`src/rtl/axi4_wr_slave_arbiter.sv`:
```
// Per-slave AXI4 write-channel arbiter: grants one master and holds the grant through its AW, W and B phases.
// Optional macro AXI4_WR_ARB_QOS_EN: highest AWQOS wins, with ties broken in round-robin order.
//
// state | meaning
// IDLE  | no grant; arbitrate any pending request
// ADDR  | granted master's AW handshake pending
// DATA  | W burst in progress until the WLAST beat
// RESP  | waiting for the B handshake, then release
module axi4_wr_slave_arbiter #(
   parameter int NUM_MASTERS = 16,
   parameter int IDX_W       = $clog2(NUM_MASTERS),
   parameter int QOS_W       = 4
) (
   input  logic                         clk,
   input  logic                         rst_n,
   input  logic [NUM_MASTERS-1:0]       req_valid,
   input  logic [NUM_MASTERS*QOS_W-1:0] req_qos,
   input  logic                         s_awready,
   input  logic                         s_wvalid,
   input  logic                         s_wready,
   input  logic                         s_wlast,
   input  logic                         s_bvalid,
   input  logic                         s_bready,
   output logic [NUM_MASTERS-1:0]       grant,
   output logic [IDX_W-1:0]             grant_id,
   output logic                         aw_phase,
   output logic                         w_phase,
   output logic                         b_phase,
   output logic                         busy
);

   typedef enum logic [1:0] {IDLE, ADDR, DATA, RESP} state_t;

   state_t                   r_state, w_state_nxt;
   logic [NUM_MASTERS-1:0]   r_grant, w_grant_nxt;
   logic [IDX_W-1:0]         r_grant_id, w_grant_id_nxt;
   logic [IDX_W-1:0]         r_rr_ptr, w_rr_ptr_nxt;
   logic [IDX_W-1:0]         w_win_id;
   logic                     w_win_found;

   function automatic logic [IDX_W-1:0] rr_idx(input logic [IDX_W-1:0] ptr, input int k);
      int s;
      s = int'(ptr) + k;
      if (s >= NUM_MASTERS) s = s - NUM_MASTERS;
      return IDX_W'(s);
   endfunction

`ifdef AXI4_WR_ARB_QOS_EN
   logic [QOS_W-1:0] w_best_qos;

   // Strictly-greater compare keeps the earliest round-robin candidate on QoS ties.
   always_comb begin
      w_win_id    = '0;
      w_win_found = 1'b0;
      w_best_qos  = '0;
      for (int k = 0; k < NUM_MASTERS; k++) begin
         if (req_valid[rr_idx(r_rr_ptr, k)] &&
             (!w_win_found || req_qos[int'(rr_idx(r_rr_ptr, k))*QOS_W +: QOS_W] > w_best_qos)) begin
            w_win_found = 1'b1;
            w_win_id    = rr_idx(r_rr_ptr, k);
            w_best_qos  = req_qos[int'(rr_idx(r_rr_ptr, k))*QOS_W +: QOS_W];
         end
      end
   end
`else
   logic w_unused_qos;
   assign w_unused_qos = ^req_qos;

   always_comb begin
      w_win_id    = '0;
      w_win_found = 1'b0;
      for (int k = 0; k < NUM_MASTERS; k++) begin
         if (req_valid[rr_idx(r_rr_ptr, k)] && !w_win_found) begin
            w_win_found = 1'b1;
            w_win_id    = rr_idx(r_rr_ptr, k);
         end
      end
   end
`endif

   always_comb begin
      w_state_nxt    = r_state;
      w_grant_nxt    = r_grant;
      w_grant_id_nxt = r_grant_id;
      w_rr_ptr_nxt   = r_rr_ptr;
      case (r_state)
         IDLE: begin
            if (w_win_found) begin
               w_grant_nxt    = NUM_MASTERS'(1) << w_win_id;
               w_grant_id_nxt = w_win_id;
               w_state_nxt    = ADDR;
            end
         end
         // A granted master dropping AWVALID simply stalls here; no re-arbitration.
         ADDR: if (req_valid[r_grant_id] && s_awready) w_state_nxt = DATA;
         DATA: if (s_wvalid && s_wready && s_wlast) w_state_nxt = RESP;
         RESP: begin
            if (s_bvalid && s_bready) begin
               w_state_nxt  = IDLE;
               w_grant_nxt  = '0;
               w_rr_ptr_nxt = (r_grant_id == IDX_W'(NUM_MASTERS-1)) ? '0 : r_grant_id + IDX_W'(1);
            end
         end
         default: w_state_nxt = IDLE;
      endcase
   end

   always_ff @(posedge clk or negedge rst_n) begin
      if (!rst_n) begin
         r_state    <= IDLE;
         r_grant    <= '0;
         r_grant_id <= '0;
         r_rr_ptr   <= '0;
      end else begin
         r_state    <= w_state_nxt;
         r_grant    <= w_grant_nxt;
         r_grant_id <= w_grant_id_nxt;
         r_rr_ptr   <= w_rr_ptr_nxt;
      end
   end

   assign grant    = r_grant;
   assign grant_id = r_grant_id;
   assign aw_phase = (r_state == ADDR);
   assign w_phase  = (r_state == DATA);
   assign b_phase  = (r_state == RESP);
   assign busy     = (r_state != IDLE);

endmodule

```
`config.mk`:
```
export PLATFORM = sky130hd
export DESIGN_NAME = axi4_wr_slave_arbiter
export DESIGN_NICKNAME = d
export VERILOG_FILES = /design/src/rtl/axi4_wr_slave_arbiter.sv
export SDC_FILE = /design/constraint.sdc
export NUM_CORES = 1
export LEC_CHECK = 0
export BUFFER_PORTS_ARGS = -buffer_cell sky130_fd_sc_hd__buf_2
export CORE_MARGIN = 2
export CORE_UTILIZATION = 50
export DETAILED_ROUTE_END_ITERATION = 8
export PLACE_DENSITY_LB_ADDON = 0.12
export RECOVER_POWER = 100
export SLEW_MARGIN = 10
export SYNTH_ARGS = -nofsm -noshare
export SYNTH_HDL_FRONTEND = slang
export SYNTH_SLANG_ARGS = --single-unit
```
`constraint.sdc`:
```
create_clock -name clk -period 8.5 [get_ports clk]
set_clock_uncertainty 0.15 [all_clocks]
set_input_delay 1.7 -clock clk [delete_from_list [all_inputs] [get_ports clk]]
set_output_delay 1.7 -clock clk [all_outputs]
set_load 0.01 [all_outputs]
```
=== After elaboration in Yosys (flattened, before gate mapping) ===
Cells that the tools add are included.

* Register bits after elaboration: 26
* Output and inout port bits: 24
* Logic and storage cells: 210
* Bits of input ports: 88

* Eq/ne operators: 8
* Magnitude comparators: 33
* Shift-type cells: 1
* $add $sub $neg: 32
* Mux-type cells: 91
* Reduce and logical (&&, ||, !) cells: 41

{| class="wikitable"
|+ Operators by type and width
! cell !! number
|-
| $mux W4 || 33
|-
| $lt A4 B5 Y1 const B || 17
|-
| $ge A5 B5 Y1 const B || 15
|-
| $bmux W1 S4 || 17
|-
| $sub A4 B1 Y4 const B || 16
|-
| $add A4 B4 Y5 const B || 8
|-
| $mux W1 || 33
|-
| $mux W16 || 2
|-
| $pmux W16 S2 || 1
|-
| $add A4 B3 Y5 const B || 4
|-
| $logic_and A1 B1 Y1 || 19
|-
| $shl A1 B4 Y16 const A || 1
|-
| $logic_not A1 Y1 || 15
|-
| $add A4 B2 Y5 const B || 2
|-
| $mux W2 || 4
|-
| $pmux W2 S4 || 1
|-
| $ne A2 B1 Y1 const B || 3
|-
| $add A4 B1 Y5 const B || 1
|-
| $ge A4 B5 Y1 const B || 1
|-
| $add A4 B1 Y4 const B || 1
|-
| $eq A2 B2 Y1 const B || 2
|-
| $eq A4 B4 Y1 const B || 1
|-
| $reduce_and A2 Y1 || 2
|-
| $reduce_and A4 Y1 || 1
|-
| 5 further kinds || 6
|}

=== Logic depth before layout (Yosys ltp) ===
* Depth after elaboration: 53
* Mapped depth: 20
* Mapped depth without buffers: 12

=== Least setup slack after synthesis ===
OpenSTA, ideal clock, no wires.

* Kind: register to register
* Start: reg r_rr_ptr[1]
* End: reg r_grant[5] (netlist: grant[5])
* Setup slack: 3505 ps
* Stages on the path, launching flop included: 18
* Clock period less this slack: 4995 ps
* Buffers on the path: 6
* Setup time: 122 ps
* Data required time: 8228 ps
* Arrival time: 4724 ps
* Path through: dfrtp_1 -> buf_4 -> buf_6 -> buf_6 -> clkbuf_1 -> inv_1 -> ha_1 -> buf_2 -> mux4_2 -> mux4_2 -> or2_2 -> nor2_1 -> or4b_4 -> nor4_2 -> nand2_2 -> and2_4 -> buf_6 -> a32o_1

* Longest elaborated chain between the ends: 53
* Elaborated cells between the ends (all ways): 162
* Classes of those cells: 31 x add/sub; 16 x order compare; 1 x eq/ne; 1 x shift; 82 x mux; 31 x reduce/logical

{| class="wikitable"
|+ RTL lines
! item !! RTL line !! RTL
|-
| from (decl) || 37 || <nowiki>logic [IDX_W-1:0] r_rr_ptr, w_rr_ptr_nxt;</nowiki>
|-
| from (signal assigned) || 118 || <nowiki>r_rr_ptr <= w_rr_ptr_nxt;</nowiki>
|-
| branches (longest 53 deep; another with $add A4 B1 Y5) || n/a ||
|-
| to (signal assigned) || 116 || <nowiki>r_grant <= w_grant_nxt;</nowiki>
|-
| to (decl) || 35 || <nowiki>logic [NUM_MASTERS-1:0] r_grant, w_grant_nxt;</nowiki>
|}

Parallel ways; which one is timed is not known. The select of a mux whose other input is x is not followed.
A chain may end at the register's enable or synchronous reset.

=== Worst setup path in the final report ===
* Start: reg r_rr_ptr[2]
* End: reg r_grant[0] (netlist: grant[0])

Same word-level chain as after synthesis.

==> impl_metrics.ini <==
[logic_synthesis]
ys.warnings.count = 0
synth_cell_types = 72
synth_ff_type = dfrtp_1
syn_area_um2 = 4010
synth_top_family_by_area = multiplexers
syn_avg_cell_area_um2 = 10.4
synthArstFlopShare = 1.00
synth_edf_count = 0
synth-seq-cells = 26
synthMuxAreaShare = 0.376
synth_compound_area_frac = 0.200
synth_fp_nets = 488
synthCells = 387
synth-simple-area-share = 0.133
synth-xor-area-share = 0.0303
synth_fa_ha_area_frac = 0.0406
synth_seq_area_share = 0.162

[sta]
slew_viol_final = 0
worst_slew_pin_slew_ns = 1.36
fin_tns_setup_ns = 0
fin_crit_ns = 6.67
setup_viol = 0
timing.fmax_ghz = 0.150
rsz0062_at_grt = false
relSlewSlack = 0.0900
hold_viol = 0
fin_crit_sh = 0.784

[clocking]
postCtsSetupBuffers = 0
htree_levels = 1
ctsHoldBuffers = 0
cts_root_buf = clkbuf_8
cts.sinks = 26
cts_tree = done
cts_buffers = 3
clockBufferDepth = 2
clk_latency_ns = 0.26
clkTransAtPathRegs_ns = 0.08
ctsResizeCount = 0

[drt]
dr.first_iter.drc_count = 335
routed_wl_mm = 11.1
vias_per_cell = 6.82
drc = 0
first_pass_iters = 5
vias = 3524
routedWlPerCell_um = 21.4
antenna_left = 0

[layout]
drive_gt1_frac = 0.236
final_common_cell = mux4_2
layout_common_cells = mux4_2, nand2_1, dfrtp_1, clkbuf_1
syn2layout_area_growth_pct = 4.81
multi_input_area_um2 = 3080
fillers = 735
n_antenna_cell = 0
register_area_um2 = 651
nets = 518

[global_routing]
grtUsageTotal = 0.262
grt_pass1_vias = 3324
grt.overflow.total = 0
grt_pass1_wl_mm = 18.2
antenna_found_initial = 0
grt_max_degree = 38

[die]
die_h_um = 93.5
start_util = 0.516
die_x_um = 93.5
num_rows = 32
dieArea_um2 = 8750
num_io_pins = 112
core-area_um2 = 7770

[placement]
io_buffers = 47
dp_hpwl_mm = 8.30
gp_congestion = 0.877

[setup_path]
cp-startpoint = r_rr_ptr[2]$_DFFE_PN0P_
cp_top_family = simple AND/OR/NAND/NOR gates
critPathRequiredTime_ns = 8.51
endpoint = grant[0]$_DFFE_PN0P_
critPathArrivalTime_ns = 6.68
critPathMostFrequentCell = mux4_2
start_kind = flip-flop
rrSetupSlack_ns = 1.83
cp_slowest_stage_delay_ns = 0.98
reg2reg_to = grant[0]$_DFFE_PN0P_
r2r-start = r_rr_ptr[2]$_DFFE_PN0P_
crit_slowest_cell = ha_1
path_depth = 12
r2r_cells = 12
worstSetupPathType = flip-flop to flip-flop
cp_cell_sequence = clkinv_1 > ha_1 > mux4_2 > mux4_2 > or2_2 > nor2_1 > or4b_1 > nor4b_1 > or2b_1 > nor3_1 > a21boi_0 > a22o_1
path_max_fanout = 19
worst-path-buf-inv = 1
crit_path_end_kind = flip-flop

[min_path]
hold_class = flip-flop to flip-flop
min_from = grant[12]$_DFFE_PN0P_

[outcome]
status = finished clean

[flow_run]
maxCapViolCount = 0
## cells in the mapped netlist (3+ instances only)
library cell,instances,area (µm²)
a211oi_1,4,30.0
a21boi_0,3,22.5
a21o_1,3,22.5
a21oi_1,14,70.1
a221oi_1,3,26.3
a22o_1,4,35.0
a22oi_1,4,30.0
a32o_1,13,130
buf_1,3,11.3
buf_2,6,30.0
buf_4,3,22.5
buf_6,6,67.6
clkbuf_1,7,26.3
dfrtp_1,26,651
ha_1,13,163
inv_1,18,67.6
mux2_2,12,135
mux2i_1,23,230
mux4_1,4,105
mux4_2,46,1040
nand2_1,35,131
nand2b_1,3,18.8
nand3_1,4,20.0
nor2_1,23,86.3
nor2b_1,3,18.8
nor3_1,7,35.0
o2111ai_1,4,35.0
o21ai_0,21,105
o221ai_1,3,26.3
o22ai_1,5,31.3
xnor2_1,9,78.8
xor2_1,3,26.3
## state kept, by name, summed over array words and instances (netlist names)
name,flops
r_state,2
grant,16
r_rr_ptr,4
grant_id,4
## kinds of logic (layout without fill, tap and decap cells)
| family | Yosys count | count (layout) |
|---|---|---|
| multiplexers | 85 | 85 |
| XOR/XNOR | 13 | 13 |
| AND/OR/NAND/NOR | 99 | 99 |
| buffers and inverters | 45 | 73 |
| AO/OA/AOI/OAI | 106 | 106 |
| flip-flops | 26 | 26 |
| adder cells (fa/ha/maj) | 13 | 13 |
## how the worst min path moves through the flow
stage                                  endpoint  slack [ns]  cells past startpoint
after global routing      grant[11]$_DFFE_PN0P_        0.37                      1
after floorplan           grant[10]$_DFFE_PN0P_        0.38                      1
after detailed placement  grant[12]$_DFFE_PN0P_        0.33                      1
after global placement    grant[12]$_DFFE_PN0P_        0.33                      1
final                     grant[12]$_DFFE_PN0P_        0.35                      1
after CTS                 grant[12]$_DFFE_PN0P_        0.35                      1
## stage by stage
stage / hold slack [ns] / cell area (µm²) / std cells / setup WS [ns] / util
after floorplan: 0.382 / 4010 / 387 / 3.50 / -
after global placement: 0.325 / 4240 / 514 / 2.36 / 0.545
after detailed placement: 0.327 / 4240 / 514 / 2.27 / 0.545
after CTS: 0.346 / 4280 / 517 / 2.26 / 0.551
after global routing: 0.371 / 4200 / 517 / 1.41 / 0.541
final: 0.351 / 4200 / 517 / 1.83 / 0.541
## per-layer routing
metal	GRT usage	routed length (µm)	up-vias
li1	-	-	1619
met1	0.401	5000	1749
met2	0.421	5350	152
met3	0.0226	687	4
met4	0.0278	29	0
met5	0	0	-
## worst register-to-register path: stages, from the launching register on
cell	delay, ns
dfrtp_1	0.78
clkinv_1	0.60
ha_1	0.99
mux4_2	0.59
mux4_2	0.64
or2_2	0.36
nor2_1	0.14
or4b_1	0.53
nor4b_1	0.82
or2b_1	0.33
nor3_1	0.16
a21boi_0	0.24
a22o_1	0.25
## final cells by class
cell class	instances	area share
Sequential cell	26	0.155
Tap cell	102	0.0304
Multi-Input combinational cell	316	0.733
Clock buffer	3	0.00983
Inverter	20	0.0179
Timing Repair Buffer	50	0.0536
Power is not shown: default switching activity piles up to over one toggle a cycle in this logic, so the estimate is an artifact.
